--- src/rtl/psum_pad.sv ---
// Partial-sum scratchpad: SumStage read/write port during COMP, plus fill (LOAD)
// and drain (DRAIN) streams toward the array, sequenced by a small command FSM.
module psum_pad #(
  parameter int DWd   = 16,
  parameter int Depth = 16,
  parameter int AWd   = $clog2(Depth)
) (
  input  logic                  i_clk,
  input  logic                  i_rst,
  input  logic                  i_cmd_valid,
  input  logic [1:0]            i_cmd,
  input  logic [AWd:0]          i_cmd_len,
  output logic                  o_busy,
  input  logic                  i_comp_done,
  input  logic                  i_stall,
  input  logic                  i_rd_en,
  input  logic [AWd-1:0]        i_rd_addr,
  output logic signed [DWd-1:0] o_psum,
  output logic                  o_rd_valid,
  input  logic                  i_wr_en,
  input  logic [AWd-1:0]        i_wr_addr,
  input  logic signed [DWd-1:0] i_psum,
  input  logic                  i_ld_valid,
  output logic                  o_ld_ready,
  input  logic [DWd-1:0]        i_ld_data,
  output logic                  o_dr_valid,
  input  logic                  i_dr_ready,
  output logic signed [DWd-1:0] o_dr_data,
  output logic                  o_err
);

  localparam logic [1:0]   CMD_LOAD  = 2'd0;
  localparam logic [1:0]   CMD_COMP  = 2'd1;
  localparam logic [1:0]   CMD_DRAIN = 2'd2;
  localparam logic [1:0]   CMD_RSVD  = 2'd3;
  localparam logic [AWd:0] DEPTH_L   = (AWd+1)'(Depth);

  typedef enum logic [1:0] {S_IDLE, S_LOAD, S_COMP, S_DRAIN} state_e;

  state_e                state_q;
  logic [AWd:0]          len_q;
  logic [AWd:0]          ld_cnt_q;
  logic [AWd:0]          rd_cnt_q;
  logic signed [DWd-1:0] psum_q;
  logic                  rd_valid_q;
  logic signed [DWd-1:0] dr_data_q;
  logic                  dr_valid_q;
  logic                  err_q;

  logic [DWd-1:0] mem [Depth];

  logic           ld_hs, comp_rd, comp_wr, dr_free, dr_load, dr_done;
  logic           cmd_ok, len_over, err_set;
  logic [AWd:0]   len_clamp, ld_cnt_d;
  logic           mem_we;
  logic [AWd-1:0] mem_waddr;
  logic [DWd-1:0] mem_wdata;

  assign ld_hs    = (state_q == S_LOAD) && i_ld_valid && (ld_cnt_q < len_q);
  assign comp_rd  = (state_q == S_COMP) && i_rd_en && !i_stall;
  assign comp_wr  = (state_q == S_COMP) && i_wr_en && !i_stall;
  // Output-register drain: refill whenever the register is empty or being taken.
  assign dr_free  = !dr_valid_q || i_dr_ready;
  assign dr_load  = (state_q == S_DRAIN) && dr_free && (rd_cnt_q < len_q);
  assign dr_done  = (state_q == S_DRAIN) && dr_free && (rd_cnt_q == len_q);
  assign ld_cnt_d = ld_cnt_q + {{AWd{1'b0}}, ld_hs};

  assign cmd_ok    = (state_q == S_IDLE) && i_cmd_valid && (i_cmd != CMD_RSVD);
  assign len_over  = i_cmd_len > DEPTH_L;
  assign len_clamp = len_over ? DEPTH_L : i_cmd_len;
  assign err_set   = (i_cmd_valid && ((state_q != S_IDLE) || (i_cmd == CMD_RSVD)))
                   || (cmd_ok && (i_cmd != CMD_COMP) && len_over)
                   || ((i_rd_en || i_wr_en) && (state_q != S_COMP));

  always_comb begin
    mem_we    = 1'b0;
    mem_waddr = i_wr_addr;
    mem_wdata = i_psum;
    if (ld_hs) begin
      mem_we    = 1'b1;
      mem_waddr = ld_cnt_q[AWd-1:0];
      mem_wdata = i_ld_data;
    end else if (comp_wr) begin
      mem_we = 1'b1;
    end
  end

  always_ff @(posedge i_clk) begin
    if (mem_we) mem[mem_waddr] <= mem_wdata;
  end

  always_ff @(posedge i_clk) begin
    if (i_rst) begin
      state_q    <= S_IDLE;
      len_q      <= '0;
      ld_cnt_q   <= '0;
      rd_cnt_q   <= '0;
      psum_q     <= '0;
      rd_valid_q <= 1'b0;
      dr_data_q  <= '0;
      dr_valid_q <= 1'b0;
      err_q      <= 1'b0;
    end else begin
      if (err_set) err_q <= 1'b1;

      // Same-address write in the read cycle is forwarded so SumStage sees the new psum.
      if (comp_rd) begin
        rd_valid_q <= 1'b1;
        psum_q     <= (comp_wr && (i_wr_addr == i_rd_addr)) ? i_psum : mem[i_rd_addr];
      end else if (!((state_q == S_COMP) && i_stall)) begin
        rd_valid_q <= 1'b0;
      end

      if (dr_load) begin
        dr_data_q  <= mem[rd_cnt_q[AWd-1:0]];
        dr_valid_q <= 1'b1;
        rd_cnt_q   <= rd_cnt_q + 1'b1;
      end else if (dr_valid_q && i_dr_ready) begin
        dr_valid_q <= 1'b0;
      end

      ld_cnt_q <= ld_cnt_d;

      case (state_q)
        S_IDLE: begin
          if (cmd_ok) begin
            len_q    <= len_clamp;
            ld_cnt_q <= '0;
            rd_cnt_q <= '0;
            case (i_cmd)
              CMD_LOAD:  state_q <= S_LOAD;
              CMD_COMP:  state_q <= S_COMP;
              default:   state_q <= S_DRAIN;
            endcase
          end
        end
        S_LOAD:  if (ld_cnt_d == len_q) state_q <= S_IDLE;
        S_COMP:  if (i_comp_done) state_q <= S_IDLE;
        S_DRAIN: if (dr_done) state_q <= S_IDLE;
        default: state_q <= S_IDLE;
      endcase
    end
  end

  assign o_busy     = (state_q != S_IDLE);
  assign o_ld_ready = (state_q == S_LOAD) && (ld_cnt_q < len_q);
  assign o_psum     = psum_q;
  assign o_rd_valid = rd_valid_q;
  assign o_dr_valid = dr_valid_q;
  assign o_dr_data  = dr_data_q;
  assign o_err      = err_q;

endmodule

--- config.mk ---
export PLATFORM = sky130hd
export DESIGN_NAME = psum_pad
export DESIGN_NICKNAME = d
export VERILOG_FILES = /design/src/rtl/psum_pad.sv
export SDC_FILE = /design/constraint.sdc
export NUM_CORES = 1
export LEC_CHECK = 0
export BUFFER_PORTS_ARGS = -buffer_cell sky130_fd_sc_hd__buf_2
export CORE_UTILIZATION = 40
export CTS_BUF_LIST = sky130_fd_sc_hd__clkbuf_16
export CTS_CLUSTER_SIZE = 40
export DETAILED_ROUTE_END_ITERATION = 10
export PLACE_DENSITY = 0.66
export SETUP_SLACK_MARGIN = 0.4
export SYNTH_ARGS = -nofsm -noshare
export SYNTH_HDL_FRONTEND = slang
export SYNTH_SLANG_ARGS = --single-unit
--- constraint.sdc ---
create_clock -name i_clk -period 2.7 [get_ports i_clk]
set_input_delay 0.27 -clock i_clk [delete_from_list [all_inputs] [get_ports i_clk]]
set_output_delay 0.27 -clock i_clk [all_outputs]
set_load 0.05 [all_outputs]
* After elaboration in Yosys (flattened, before gate mapping)
Memories as Yosys holds them, arrays and structs flattened. A register that Yosys moved wholly into a read port is not among the register bits. Cells that the tools add are included.
Storage, ports and cells: output and inout port bits 37, logic and storage cells 81, memories kept 1, register bits after elaboration 20, bits of input ports 56, memory bits (writable) 256
Operators by class: add/subtract/negate cells 2, mux-type cells 22, reductions and logical operators 31, eq/ne operators 15, $lt $le $gt $ge 3
Memories:
- mem | depth 16, width 16, rd ports 2, clocked after Yosys merged registers in 2, write ports 1, RTL line 50 | logic [DWd-1:0] mem [Depth];
Operator list (count):
- $mux 5 | 6
- $logic_and 1x1->1 | 18
- $mux 16 | 1
- $ne 2x2->1 const B | 6
- $eq 5x5->1 | 2
- $lt 5x5->1 | 2
- $mux 1 | 8
- $mux 2 | 4
- $pmux 2 s4 | 1
- $eq 2x2->1 const B | 3
- $add 5x1->5 | 1
- $add 5x1->5 const B | 1
- $gt 5x5->1 const B | 1
- $logic_or 1x1->1 | 5
- $eq 2x1->1 const B | 2
- $logic_not 2->1 | 2
- $mux 4 | 1
- $ne 2x1->1 const B | 2
- $pmux 2 s2 | 1
- $reduce_and 4->1 | 1
- $reduce_bool 2->1 | 2
- $logic_not 1->1 | 2
- $reduce_and 2->1 | 1

* Logic depth before layout (Yosys ltp)
word-level depth 7, depth in mapped cells 14, gate-level depth less buffers 12

* Worst setup path after synthesis
Ideal clock, no wire load.
kind register -> register, from reg len_q[2], to reg state_q[0], clock period less this slack 2.917 ns, setup slack -0.217 ns, path buffers 2, setup time 0.126 ns, arrival time 2.791 ns, data required time 2.574 ns, cell stages (with the launch flop) 15, cell sequence dfxtp_1 -> inv_1 -> ha_1 -> a21o_1 -> a31oi_1 -> a21oi_1 -> inv_2 -> buf_2 -> buf_1 -> ha_1 -> nand4_1 -> xor2_1 -> xnor2_1 -> o41ai_1 -> a21oi_1
Between the ends: word-level cells in the longest chain between the ends 6, elaborated cells on any way between the ends 9, those cells by class 1 x add/sub; 1 x order compare; 4 x eq/ne; 3 x reduce/logical
Ends and longest elaborated chain:
- start: declaration | RTL line 41 | logic [AWd:0] len_q;
- start signal: assignment | RTL line 127 | len_q <= len_clamp;
- $lt 5x5->1 | RTL line 59 | assign ld_hs = (state_q == S_LOAD) && i_ld_valid && (ld_cnt_q < len_q);
- $logic_and 1x1->1 | RTL line 59
- $add 5x1->5 | RTL line 66 | assign ld_cnt_d = ld_cnt_q + {{AWd{1'b0}}, ld_hs};
- $eq 5x5->1 | RTL line 137 | S_LOAD: if (ld_cnt_d == len_q) state_q <= S_IDLE;
- $ne 2x1->1 (no source line)
- $reduce_and 4->1 (no source line) *
- end signal: assignment | RTL line 137
- end signal: assignment | RTL line 138 | S_COMP: if (i_comp_done) state_q <= S_IDLE;
- end signal: assignment | RTL line 139 | S_DRAIN: if (dr_done) state_q <= S_IDLE;
- end: declaration | RTL line 40 | state_e state_q;
Mark *: on every way between the ends. The rest lies on a longest branch, timed or not. A chain may end at the register's enable or synchronous reset.

* Worst setup path after layout
from reg len_q[2], to mem mem[4][10], enable pin
Between the ends: word-level cells in the longest chain between the ends 5, elaborated cells on any way between the ends 6, those cells by class 1 x order compare; 4 x mux; 1 x reduce/logical
Ends and longest elaborated chain:
- $lt 5x5->1 * | RTL line 59
- $logic_and 1x1->1 * | RTL line 59
- $mux 1 | RTL line 79 | if (ld_hs) begin
- $mux 1 | RTL line 89 | if (mem_we) mem[mem_waddr] <= mem_wdata;
- $mux 1 (not written as such) | RTL line 89
- end: declaration | RTL line 50
Marks and branches as above.

==> flow_summary_export.csv <==
group,metric,value,unit
clock_network,root_buffer,"clkbuf_16",
clock_network,clk_pin_slew,0.06,ns
worst_setup_path,crit_slowest_cell,"dfxtp_2",
finish,syn_to_final_growth,25.51,%
finish,diodes,0,
power,pwr-share-seq,0.510,
clock_network,clk-insertion-delay-late,0.58,ns
worst_setup_path,endpoint,"mem[4][10]",
worst_hold_path,hp-class,"in -> reg",
floorplanning,io-pin-count,93,
yosys,synthFlopType,"edfxtp_1",
grt,overflow,0,
grt,grt_pass1_wl,58.07,mm
floorplanning,dieWidth,191.5,um
place,place_congestion,0.8041,
clock_network,clock_sinks,308,
power,power.leakage,6.014,nW
timing,hold_viol_final,0,
grt,grt_pass1_vias,9274,
detailed_routing,drtIter0Drc,902,
timing,finalSetupViolCount,0,
floorplanning,initial_utilization,0.4047,
detailed_routing,ant_nets,0,
finish,mostFrequentLayoutCells,"edfxtp_1 (256), mux4_2 (140), buf_2 (90), nor2_1 (53), buf_4 (48)",
yosys,synth-async-reset-ratio,0,
timing,rsz0062_at_grt,"yes",
clock_network,cts_tree,"done",
power,ir_drop,0.4704,mV
yosys,ys_types,50,
clock_network,clock_path_buffers,3,
clock_network,numCtsBuffers,31,
power,p_sw,2.419,mW
worst_setup_path,path_cells,"inv_2, ha_4, a21o_1, a31oi_4, a21oi_4, buf_6, buf_12, buf_12, mux2i_4, nor2_4, buf_12",
floorplanning,die_height,191.5,um
worst_setup_path,critical_path_buf_inv_count,5,
power,swShare,0.2356,
finish,seqCellArea,8742,sq um
worst_setup_path,start_kind,"flop",
detailed_routing,drc,0,
worst_setup_path,crit_cells,11,
yosys,synthesis.nets,912,
place,dp_hpwl,23.86,mm
timing,finalCriticalPeriod,2.424,ns
yosys,synth_edf_count,256,
floorplanning,num_rows,69,
detailed_routing,wire_per_inst,26.49,um
worst_setup_path,cp-startpoint,"len_q[2]",
place,port_buffers,92,
floorplanning,die-area,36660,sq um
timing,finClkSkew,0.01058,ns
finish,finish.instance_area,18020,sq um
timing,max_freq,412.5,MHz
yosys,postSynthAreaPerCell,17.01,sq um
finish,drive_above_1_share,0.4274,
grt,antenna_found_initial,0,
flow_run,max_cap_viol_count,0,
worst_setup_path,r2r-start,"len_q[2]",
power,power_frac_clock,0.404,
yosys,yosysSeqAreaShare,0.6079,
floorplanning,core,35480,sq um
worst_setup_path,slowest_delay,0.34,ns
worst_setup_path,r2r_slack,0.28,ns
detailed_routing,num_vias,9046,
power,power.internal,7.847,mW
yosys,netlist_area,14360,sq um
power,p_per_area,569.7,nW/um^2
timing,relSlewSlack,0.5207,
run_status,status,"finished clean",
worst_setup_path,r2r_cells,11,
grt,track_usage,0.2183,
yosys,yosys_warnings,0,
timing,tns,0,ns
worst_setup_path,reg2reg_to,"mem[4][10]",
detailed_routing,drt_pass1_iterations,5,
clock_network,cts_max_level,1,
finish,final_common_cell,"edfxtp_1",
yosys,syn_inst,844,
timing,final_max_slew_viol_count,0,
worst_setup_path,required,2.98,ns
worst_setup_path,path_max_fanout,16,
timing,worstMarginPinSlew,0.7146,ns
worst_setup_path,crit_path_frequent_cell,"buf_12",
place,placed_area,15820,sq um
finish,nFillCells,2808,
grt,grt_max_degree,65,
timing,finalCritPeriodShare,0.8978,
worst_setup_path,arrival,2.70,ns
detailed_routing,wl,40.10,mm
detailed_routing,viasPerCell,5.975,
power,power_frac_comb,0.086,
finish,nets,1096,
worst_setup_path,critical_path_class,"reg -> reg",
power,p_total,10.27,mW
worst_setup_path,crit_family,"buffers and inverters",
finish,multiInputGateArea,5664,sq um
worst_setup_path,end_kind,"flop",
yosys,ys_ff_latch,308,
final cells by class:
class                      instances  share of cell area
sequential                       308              0.4851
multi-input combinational        459              0.3143
timing repair buffer             210              0.1105
clock buffer                      31             0.04305
tap                              461             0.03201
clock inverter                    27             0.01111
inverter                          18            0.003888
synth_stat cells, drive strengths merged (2+ instances only):
cell      n  area share
a211oi    3      0.0016
a21oi    26      0.0091
a221oi    2      0.0012
a22oi    32       0.017
a311o    16       0.011
a31o      2      0.0012
a31oi     6      0.0026
a32oi     2      0.0012
and2      3      0.0013
and3      4      0.0017
buf      38       0.018
clkbuf   21      0.0055
dfxtp    52       0.072
edfxtp  256        0.54
ha       12       0.010
inv      18      0.0047
mux2i    21       0.015
mux4    144        0.23
nand2    57       0.015
nand2b    4      0.0017
nand3     2     0.00070
nand4     4      0.0017
nor2     71       0.019
nor2b    10      0.0044
nor3      2      0.0010
nor3b     6      0.0035
nor4      3      0.0013
o211a     2      0.0014
o21ai     3      0.0010
xnor2     9      0.0055
xor2      4      0.0024
through the flow:
stage	std cells	hold slack (ns)	setup WS (ns)	util
finish	1514	0.01547	0.2759	0.5079
global route	1514	0.03268	0.1988	0.5079
CTS	1501	0.0009624	0.3523	0.4982
detailed placement	1389	0.4586	0.06008	0.4457
global placement	1389	0.4533	0.1312	0.4457
floorplan	844	0.4100	0.2751	-
power by group through the flow:
stage,Sequential [mW],Combinational (mW),Clock [mW]
final,5.23,0.887,4.15
after global placement,5.34,0.770,0
after CTS,5.23,0.856,4.19
after detailed placement,5.34,0.777,0
after floorplan,5.39,0.447,0
after global routing,5.23,0.948,4.36
worst reg2reg max path, cell delays in order, from the launching register on:
cell and delay [ns]:
dfxtp_2 0.34, inv_2 0.05, ha_4 0.21, a21o_1 0.21, a31oi_4 0.22, a21oi_4 0.10
buf_6 0.12, buf_12 0.13, buf_12 0.13, mux2i_4 0.23, nor2_4 0.17, buf_12 0.20
how the worst min path moves through the flow:
stage                      startpoint    endpoint  cells past startpoint
after floorplan           i_cmd_valid    len_q[4]                      2
after global placement          o_err       o_err                      2
after detailed placement        o_err       o_err                      2
after CTS                  i_psum[10]  o_psum[10]                      3
after global routing       i_dr_ready  o_dr_valid                      4
final                         i_rd_en  o_rd_valid                      3
state kept, by name (all words and copies together), names as in the netlist:
register,count
ld_cnt_q,5
len_q,5
mem,256
o_dr_data,16
o_dr_valid,1
o_err,1
o_psum,16
o_rd_valid,1
rd_cnt_q,5
state_q,2
what timing repair did:
item,CTS,global route
endpoints found under the hold margin,14,0
buffers inserted,38,10
pin swaps,22,12
hold buffers,14,0
setup endpoints to repair,392,421
resized for setup,43,44
cloned,2,3
layer usage:
metal / vias to the layer above / GRT usage / routed length (um) / share of wire
met5: - / 0 / 0 / 0
met4: 0 / 0.08913 / 1715 / 0.043
met3: 105 / 0.03727 / 2841 / 0.071
met2: 392 / 0.3597 / 19860 / 0.50
met1: 4715 / 0.2870 / 15690 / 0.39
li1: 3834 / - / - / -
cell families after synthesis:
| kind of cell | synth area share |
|---|---|
| flip-flops | 0.6079 |
| AND/OR/NAND/NOR | 0.05237 |
| multiplexers | 0.2415 |
| AO/OA/AOI/OAI | 0.05167 |
| buffers and inverters | 0.02815 |
| XOR/XNOR | 0.007930 |
| adder cells (fa/ha/maj) | 0.01046 |
No activity file was read; power rests on OpenSTA's default activity.
